[config.mk]
export PLATFORM = sky130hd
export DESIGN_NAME = if_stage
export DESIGN_NICKNAME = d
export VERILOG_FILES = /design/src/rtl/rv32i_types.sv /design/src/rtl/if_stage.sv
export SDC_FILE = /design/constraint.sdc
export NUM_CORES = 1
export LEC_CHECK = 0
export CORE_ASPECT_RATIO = 1.1
export CORE_MARGIN = 2
export CORE_UTILIZATION = 54
export CTS_BUF_LIST = sky130_fd_sc_hd__clkbuf_2 sky130_fd_sc_hd__clkbuf_4 sky130_fd_sc_hd__clkbuf_8
export CTS_CLUSTER_DIAMETER = 200
export CTS_CLUSTER_SIZE = 20
export DETAILED_ROUTE_END_ITERATION = 6
export PLACE_DENSITY = 0.9
export SYNTH_ARGS = -nofsm -noshare
export SYNTH_HDL_FRONTEND = slang
export SYNTH_SLANG_ARGS = --single-unit
[constraint.sdc]
create_clock -name clk_i -period 5.79 [get_ports clk_i]
set_input_delay 1.4475 -clock clk_i [delete_from_list [all_inputs] [get_ports clk_i]]
set_output_delay 1.4475 -clock clk_i [all_outputs]
set_load 0.02 [all_outputs]
[src/rtl/rv32i_types.sv]
// -----------------------------------------------------------------------------
// rv32i_types
//   Shared types for the rv32i pipeline.
//   rv32i_word     : 32-bit machine word (PCs, instructions, data).
//   fetch_state_t  : instruction-fetch stage state machine encoding.
// -----------------------------------------------------------------------------
package rv32i_types;

    typedef logic [31:0] rv32i_word;

    // IDLE  : after reset, no request outstanding
    // FETCH : read request outstanding for pc_q
    // HOLD  : fetched word parked in insn_q while downstream stalls
    // FLUSH : a killed request is still outstanding; target_q is next PC
    typedef enum logic [1:0] {
        IDLE  = 2'd0,
        FETCH = 2'd1,
        HOLD  = 2'd2,
        FLUSH = 2'd3
    } fetch_state_t;

endpackage

[src/rtl/if_stage.sv]
// -----------------------------------------------------------------------------
// if_stage
//   Instruction-fetch stage of the rv32i pipeline. Owns the program counter,
//   issues word reads to instruction memory with a held read/response
//   handshake, presents {pc, insn, valid} to IF/ID, parks a fetched word while
//   the pipeline stalls and discards in-flight fetches on a redirect.
//
// Parameters
//   RESET_PC       PC value after reset
// Ports
//   clk_i          clock
//   rst_ni         asynchronous active-low reset
//   stall_i        downstream not accepting this cycle
//   redirect_i     taken branch/jump kills the current fetch
//   redirect_pc_i  new fetch target (valid with redirect_i)
//   imem_read_o    instruction-memory read request (held until imem_resp_i)
//   imem_addr_o    read address (always pc_q)
//   imem_resp_i    single-cycle read-data-valid pulse
//   imem_rdata_i   read data
//   pc_o           PC of the presented instruction
//   insn_o         presented instruction word
//   insn_valid_o   pc_o/insn_o valid this cycle
// -----------------------------------------------------------------------------
module if_stage
    import rv32i_types::*;
#(
    parameter rv32i_word RESET_PC = 32'h6000_0000
) (
    input  logic      clk_i,
    input  logic      rst_ni,
    input  logic      stall_i,
    input  logic      redirect_i,
    input  rv32i_word redirect_pc_i,
    output logic      imem_read_o,
    output rv32i_word imem_addr_o,
    input  logic      imem_resp_i,
    input  rv32i_word imem_rdata_i,
    output rv32i_word pc_o,
    output rv32i_word insn_o,
    output logic      insn_valid_o
);

    fetch_state_t state_q, state_d;
    rv32i_word    pc_q, pc_d;
    rv32i_word    insn_q, insn_d;
    rv32i_word    target_q, target_d;

    // State register
    always_ff @(posedge clk_i or negedge rst_ni) begin
        if (!rst_ni) begin
            state_q  <= IDLE;
            pc_q     <= RESET_PC;
            insn_q   <= '0;
            target_q <= '0;
        end else begin
            state_q  <= state_d;
            pc_q     <= pc_d;
            insn_q   <= insn_d;
            target_q <= target_d;
        end
    end

    // Next-state logic. A redirect always wins over stall and response.
    always_comb begin
        state_d  = state_q;
        pc_d     = pc_q;
        insn_d   = insn_q;
        target_d = target_q;

        unique case (state_q)
            IDLE: begin
                state_d = FETCH;
                if (redirect_i) begin
                    pc_d = redirect_pc_i;
                end
            end

            FETCH: begin
                if (redirect_i) begin
                    if (imem_resp_i) begin
                        // Request already closed: start the target right away.
                        pc_d = redirect_pc_i;
                    end else begin
                        // Request still open: wait it out in FLUSH.
                        target_d = redirect_pc_i;
                        state_d  = FLUSH;
                    end
                end else if (imem_resp_i) begin
                    if (stall_i) begin
                        insn_d  = imem_rdata_i;
                        state_d = HOLD;
                    end else begin
                        pc_d = pc_q + 32'd4;
                    end
                end
            end

            HOLD: begin
                if (redirect_i) begin
                    pc_d    = redirect_pc_i;
                    state_d = FETCH;
                end else if (!stall_i) begin
                    pc_d    = pc_q + 32'd4;
                    state_d = FETCH;
                end
            end

            FLUSH: begin
                if (imem_resp_i) begin
                    // Killed data is dropped; a same-cycle redirect beats target_q.
                    pc_d    = redirect_i ? redirect_pc_i : target_q;
                    state_d = FETCH;
                end else if (redirect_i) begin
                    target_d = redirect_pc_i;
                end
            end

            default: begin
                state_d = IDLE;
            end
        endcase
    end

    // Outputs
    always_comb begin
        imem_read_o  = (state_q == FETCH) || (state_q == FLUSH);
        imem_addr_o  = pc_q;
        pc_o         = pc_q;
        insn_o       = insn_q;
        insn_valid_o = 1'b0;

        if (state_q == FETCH && imem_resp_i) begin
            insn_o       = imem_rdata_i;
            insn_valid_o = !redirect_i;
        end else if (state_q == HOLD) begin
            insn_valid_o = !redirect_i;
        end
    end

endmodule

======== Word-level counts from Yosys, hierarchy flattened ========
Cells that the tools add are included.
storage, ports and cells
  register bits ........................... 98
  output and inout port bits .............. 98
  word-level logic and storage cells ...... 52
operators by class
  add/subtract/negate cells ............... 1
  equality and inequality tests ........... 13
  mux-type cells .......................... 24
  bitwise operators ....................... 1
  reductions and logical operators ........ 9
operator list
  kind                                                  count
  two-way mux 32 bit                                    12
  case mux 32 bit (4 select lines)                      1
  case mux 32 bit (2 select lines)                      1
  adder 32 x 3 -> 32 bit (second input constant)        1
  two-way mux 2 bit                                     7
  inequality test 2 bit (second input constant)         6
  inequality test 3 bit (second input constant)         4
  case mux 2 bit (4 select lines)                       1
  AND reduction 4 bit                                   2
  AND reduction 5 bit                                   1
  equality test 2 bit (second input constant)           2
  AND reduction 3 bit                                   1
  equality test 2 x 1 -> 1 bit (second input constant)  1
  zero test 2 bit                                       1
  two-way mux 1 bit                                     2
  nonzero test 2 bit                                    1
  logical AND 1 bit                                     1
  zero test 1 bit                                       1
  logical OR 1 bit                                      1
  NOT 1 bit                                             1

======== Depth between registers and ports, before layout ========
Gate-level depths: netlist of run 1.
  depth in word-level cells ............... 5
  depth in mapped cells ................... 10

======== Least setup slack after synthesis of run 1 ========
OpenSTA, ideal clock, no wires.
  path kind ............................... input -> output
  start point ............................. input port imem_resp_i
  end point ............................... output port insn_o[10]
  arrival time ............................ 2.524 ns
  data required time ...................... 4.343 ns
  path slack .............................. 1.819 ns
  stages .................................. 4
  buffers on the path ..................... 2
  path through ............................ clkbuf_1 > nand2_1 > buf_1 > mux2_2
on the way
  longest elaborated chain between the ends .. 2
RTL lines
  element             RTL line         source
  start: declaration  if_stage.sv:36   input logic imem_resp_i,
  logical AND 1 bit   if_stage.sv:132  if (state_q == FETCH && imem_resp_i) begin
  two-way mux 32 bit  if_stage.sv:132
  end: declaration    if_stage.sv:39   output rv32i_word insn_o,
No other way between the ends.

======== Worst setup path after layout of run 1 ========
  start point ............................. input port imem_resp_i
  end point ............................... output port insn_o[7]
Same word-level chain as after synthesis.

==> results of run 1 <==
[metrics by stage]
step	cells	util, %	cell area (um2)
6_report	844	70.2	7590
5_1_grt	844	70.2	7590
4_1_cts	844	70.2	7590
3_5_place_dp	829	68.6	7420
3_3_place_gp	829	68.6	7420
2_1_floorplan	582	-	5940
[worst max-delay path, cell delays in order]
cell             delay, ns
clkdlybuf4s50_1       0.52
nand2_1               0.12
buf_4                 0.36
mux2_2                0.38
clkdlybuf4s50_1       0.56
[per-layer routing]
| layer | wire length [um] | vias to the layer above | global-route usage, % | part of all wire [%] |
|---|---|---|---|---|
| li1 | - | 2339 | - | - |
| met1 | 6000 | 2421 | 32.9 | 39 |
| met2 | 7670 | 328 | 46.2 | 49 |
| met3 | 1570 | 25 | 4.86 | 10 |
| met4 | 272 | 0 | 11.8 | 1.8 |
| met5 | 0 | - | 0 | 0 |
[cell families (layout without fill, tap and decap cells)]
logic type | Yosys count | after routing
DFF | 98 | 98
buffers and inverters | 88 | 203
AOI/OAI and AO/OA | 132 | 132
and+or+nand+nor | 148 | 148
xor gates and xnor gates | 10 | 10
muxes | 100 | 100
adders and majority gates | 6 | 6
[worst min path at each step]
stage	slack [ns]	end
after CTS	0.51	insn_q[2]$_DFFE_PN0P_
final	0.51	insn_q[2]$_DFFE_PN0P_
after global placement	0.48	insn_q[1]$_DFFE_PN0P_
after detailed placement	0.49	insn_q[31]$_DFFE_PN0P_
after floorplan	0.47	insn_q[30]$_DFFE_PN0P_
after global routing	0.53	insn_q[5]$_DFFE_PN0P_
[report_power, final]
| part | internal [mW] | switching, mW |
|---|---|---|
| Sequential | 1.03 | 0.331 |
| Clock | 0.181 | 0.236 |
| Combinational | 1.29 | 1.35 |
| Total | 2.51 | 1.92 |
[placed cells by master (no fill, tap or decap), types with 9 or more instances in the layout]
cell               n
a21oi_1           15
nand2b_1          12
nand3_1           20
nand2_1           38
clkdlybuf4s50_1  164
nor3_1             9
a22oi_1            9
nor2_1            35
o21ai_0           28
dfrtp_1           96
mux2_2            98
inv_1             15
clkbuf_8          11
[sequential cells by signal (all words and copies together) (netlist names)]
| name | flops |
|---|---|
| imem_addr_o | 32 |
| insn_q | 32 |
| target_q | 32 |
| state_q | 2 |
[final cells by class]
type | count | area share [%]
Clock buffer | 12 | 2.09
Clock inverter | 3 | 0.198
Inverter | 15 | 0.742
Multi-Input combinational cell | 396 | 39.7
Sequential cell | 98 | 32.3
Tap cell | 147 | 2.42
Timing Repair Buffer | 173 | 22.5
==> impl_metrics.ini, run 1 <==
[synth]
synth_top_area_cell = dfrtp_1
syn-cell-area_mm2 = 0.00594
syn_nets = 657
ys_warn_count = 0
ys_types = 66
synth_commonest_cells = 98 x mux2_2, 96 x dfrtp_1, 38 x nand2_1
synth_top_flop_cell = dfrtp_1
synth_compound_area_share_pct = 16.0
ys_ff_latch = 98
synth-edff-count = 0
synth_top_area_share_pct = 40.4
ys_seq_area_share_pct = 41.3
yosys.area_share.adder_pct = 1.26
yosys.cell_count.top_type = mux2_2
synth_area_leaders = dfrtp_1 40%, mux2_2 19%, buf_4 4.0%
synth-simple-area-share_pct = 13.0
ys_async_sr_fraction_pct = 100
synthMuxAreaShare_pct = 18.9
synth-xor-area-share_pct = 1.47
synth_cells = 582
synth_top_family_by_area = multiplexers
synth.avg_cell_area_um2 = 10.2

[sta]
tns_ns = 0
max_freq_mhz = 206
hold_ws_ns = 0.510
hold_viol_final = 0
setup_viol = 0
slew_headroom_pct = 24.4
worst_slew_pin_slew_ns = 1.12
setup_ws_ns = 0.944
grt_setup_unrepaired = false
skew_ns = 0.0150
drv_slew = 0
period_needed_ns = 4.85
finalCritPeriodShare_pct = 83.7

[setup_path]
reg2reg_to = imem_addr_o[23]$_DFFE_PN0P_
crit_type = in2out
critPathCaptureType = primary output
r2r-start = state_q[0]$_DFFE_PN0P_
r2r_cells = 7
reg2reg_slack_ns = 2.54
critPathLaunch = imem_resp_i
endpoint = insn_o[7]
cp-start-kind = input port
cp.arrival_ns = 3.40
cp_max_fo = 32
crit_required_ns = 4.34

[worst_hold_path]
hold_path.class = reg2reg
min_from = insn_q[2]$_DFFE_PN0P_
hold_depth = 1

[finish]
drive_above_1_share_pct = 19.8
regArea_mm2 = 0.00245
area_growth_pct = 27.8
multi_input_area_mm2 = 0.00301
fill_cells = 794
antennaDiodeCount = 0
num-nets-final = 768

[clock_tree]
cts_hold_buf = 0
cts_buffer_depth = 2
cts_setup_buffers = 0
clock_sink_count = 98
ctsRootBufferMaster = clkbuf_8
cts_resized = 0
clkTransAtPathRegs_ns = 0.09
tritoncts = built
clock_latency_ns = 0.37
cts_made_buffers = 9
htreeDepth = 3

[pwr]
totalPowerFinal_mw = 4.43
power_density_mw_per_mm2 = 583
leakagePower_nw = 3.03
vdd_ir_drop_max_uv = 330

[placement]
portBuffers = 166
pre_cts_ws_ns = 0.931
hpwl_um = 10800
place_congestion = 0.891

[grt]
antenna_found_initial = 0
grt_start_max_net_pins = 53
grt_usage_pct = 26.7
grt_pass1_wl_um = 26000
grt_overflow = 0
grt_pass1_vias = 5335

[drt]
drc = 0
routedWlPerCell_um = 18.4
first_iter_violations = 388
routed_wl_um = 15500
drt_first_pass_iters = 5
avgViaCountPerCell = 6.06
num_vias = 5113
drtAntennaViolNets = 0

[run_status]
status = complete, no violations

[floorplan]
core-area_mm2 = 0.0108
top_level_ports = 167
die_h_um = 114
die_x_um = 104
rows = 40
start_util_pct = 54.9
die_area_mm2 = 0.0119

[flow_run]
cap_violations = 0
Note: power is estimated with default switching activity, not from simulation.
==> inputs of run 2 (changes only) <==
Settings changed: CORE_UTILIZATION 54 to 45, PLACE_DENSITY 0.9 to 0.8.
Clock period 5.79 ns to 3.95 ns, I/O delays scaled along.
==> run 2 against run 1 <==
- sequential share of layout area down 0.68 points
- final cell count up 3.0%
- sequential power up 47%
- die area up 19%
- final area up 2.2%
- hold slack better by 0.0011 ns
- utilization down 11 points
- clock power up 81%
- power up 51%
- largest cell class unchanged
- largest power group unchanged
==> impl_metrics.ini, run 2 (synthesized netlist as in run 1, its figures left out) <==
[run_status]
status = complete, no violations

[sta]
period_needed_ns = 3.63
hold_ws_ns = 0.511
grt_setup_unrepaired = false
setup_ws_ns = 0.317
setup_viol = 0
slew_headroom_pct = 41.4
tns_ns = 0
worst_slew_pin_slew_ns = 0.878
drv_slew = 0
max_freq_mhz = 275
finalCritPeriodShare_pct = 92.0
hold_viol_final = 0
skew_ns = 0.0177

[setup_path]
r2r-start = state_q[0]$_DFFE_PN0P_
critPathLaunch = imem_resp_i
crit_required_ns = 2.96
crit_type = in2out
critPathCaptureType = primary output
cp_max_fo = 32
cp.arrival_ns = 2.65
cp-start-kind = input port

[floorplan]
die_x_um = 114
start_util_pct = 45.5
top_level_ports = 167
core-area_mm2 = 0.0130
rows = 44
die_h_um = 124
die_area_mm2 = 0.0141

[clock_tree]
clock_latency_ns = 0.38
cts_resized = 0
clkTransAtPathRegs_ns = 0.09
ctsRootBufferMaster = clkbuf_8
cts_hold_buf = 0
cts_buffer_depth = 2
tritoncts = built
htreeDepth = 3
cts_made_buffers = 9
cts_setup_buffers = 0
clock_sink_count = 98

[pwr]
power_density_mw_per_mm2 = 864
switching_share_pct = 42.4
vdd_ir_drop_max_uv = 498
p_int_mw = 3.86
comb_power_share_pct = 58.8
p_sw_mw = 2.84
leakagePower_nw = 3.11
seqPwrFrac_pct = 29.9
p_clk_share_pct = 11.2
totalPowerFinal_mw = 6.70

[worst_hold_path]
min_from = target_q[1]$_DFFE_PN0P_
hold_path.class = reg2reg

[drt]
drtAntennaViolNets = 0
first_iter_violations = 386
drt_first_pass_iters = 7
avgViaCountPerCell = 5.96
routed_wl_um = 16400
num_vias = 5179
routedWlPerCell_um = 18.9
drc = 0

[placement]
pre_cts_ws_ns = 0.321
portBuffers = 166
placed_area_mm2 = 0.00753
hpwl_um = 11500
place_congestion = 0.839

[finish]
area_growth_pct = 30.5
final_area_mm2 = 0.00775
num-nets-final = 778
final_common_cell = clkdlybuf4s50_1
drive_above_1_share_pct = 20.9
mostFrequentLayoutCells = 165 x clkdlybuf4s50_1, 98 x mux2_2, 96 x dfrtp_1
antennaDiodeCount = 0

[grt]
grt_pass1_vias = 5317
grt_pass1_wl_um = 26800
grt_usage_pct = 23.4
antenna_found_initial = 0
grt_overflow = 0
grt_start_max_net_pins = 51

[flow_run]
cap_violations = 0
[run 2: cell count changes in the layout (fill, tap and decap cells not counted), moves of 2 or more]
cell,before,now
buf_4,8,17
clkbuf_4,1,4
clkinv_2,3,0
bufinv_16,0,2
[run 2: area by class of cell]
| cell class | count | area (um2) |
|---|---|---|
| fillers | 1089 | 5290 |
| multi-input cells | 396 | 3010 |
| flip-flops and latches | 98 | 2450 |
| repair buffers | 183 | 1800 |
| well taps | 161 | 201 |
| clock buffers | 14 | 168 |
| clock inverters | 2 | 60.1 |
| inverters | 15 | 56.3 |
[run 2: worst max-delay path: stages]
cell,delay (ns)
clkdlybuf4s50_1,0.41
nand2_1,0.11
buf_12,0.21
mux2_2,0.37
clkdlybuf4s50_1,0.54
[run 2: final timing paths]
kind / depth (start not counted) / endpoint / slack [ns]
hold / removal: 1 / target_q[1]$_DFFE_PN0P_ / 0.51
setup / recovery: 5 / insn_o[12] / 0.32
setup reg to reg: 8 / imem_addr_o[23]$_DFFE_PN0P_ / 1.27
min in group asynchronous: 1 / insn_q[17]$_DFFE_PN0P_ / 0.63
hold reg to reg: 1 / target_q[1]$_DFFE_PN0P_ / 0.51
max in group asynchronous: 2 / imem_addr_o[1]$_DFFE_PN0P_ / 2.44
[run 2: power groups by stage]
stage | Clock, mW | Combinational [mW] | Sequential, mW
after floorplan | 0 | 2.47 | 2.04
after global placement | 0 | 3.81 | 1.99
after detailed placement | 0 | 3.92 | 2.01
after CTS | 0.765 | 3.94 | 1.99
after global routing | 0.800 | 4.23 | 2.08
final | 0.753 | 3.94 | 2.01
[run 2: stage by stage]
stage | std cells | utilization [%]
2_1_floorplan | 582 | -
3_3_place_gp | 853 | 57.7
3_5_place_dp | 853 | 57.7
4_1_cts | 869 | 59.4
5_1_grt | 869 | 59.4
6_report | 869 | 59.4
[run 2: metal layers]
| layer | vias to the layer above | part of all wire, % | global-route usage, % |
|---|---|---|---|
| met5 | - | 0 | 0 |
| met4 | 0 | 2.4 | 11.1 |
| met3 | 30 | 7.6 | 4.04 |
| met2 | 270 | 49 | 37.9 |
| met1 | 2526 | 41 | 30.5 |
| li1 | 2353 | - | - |
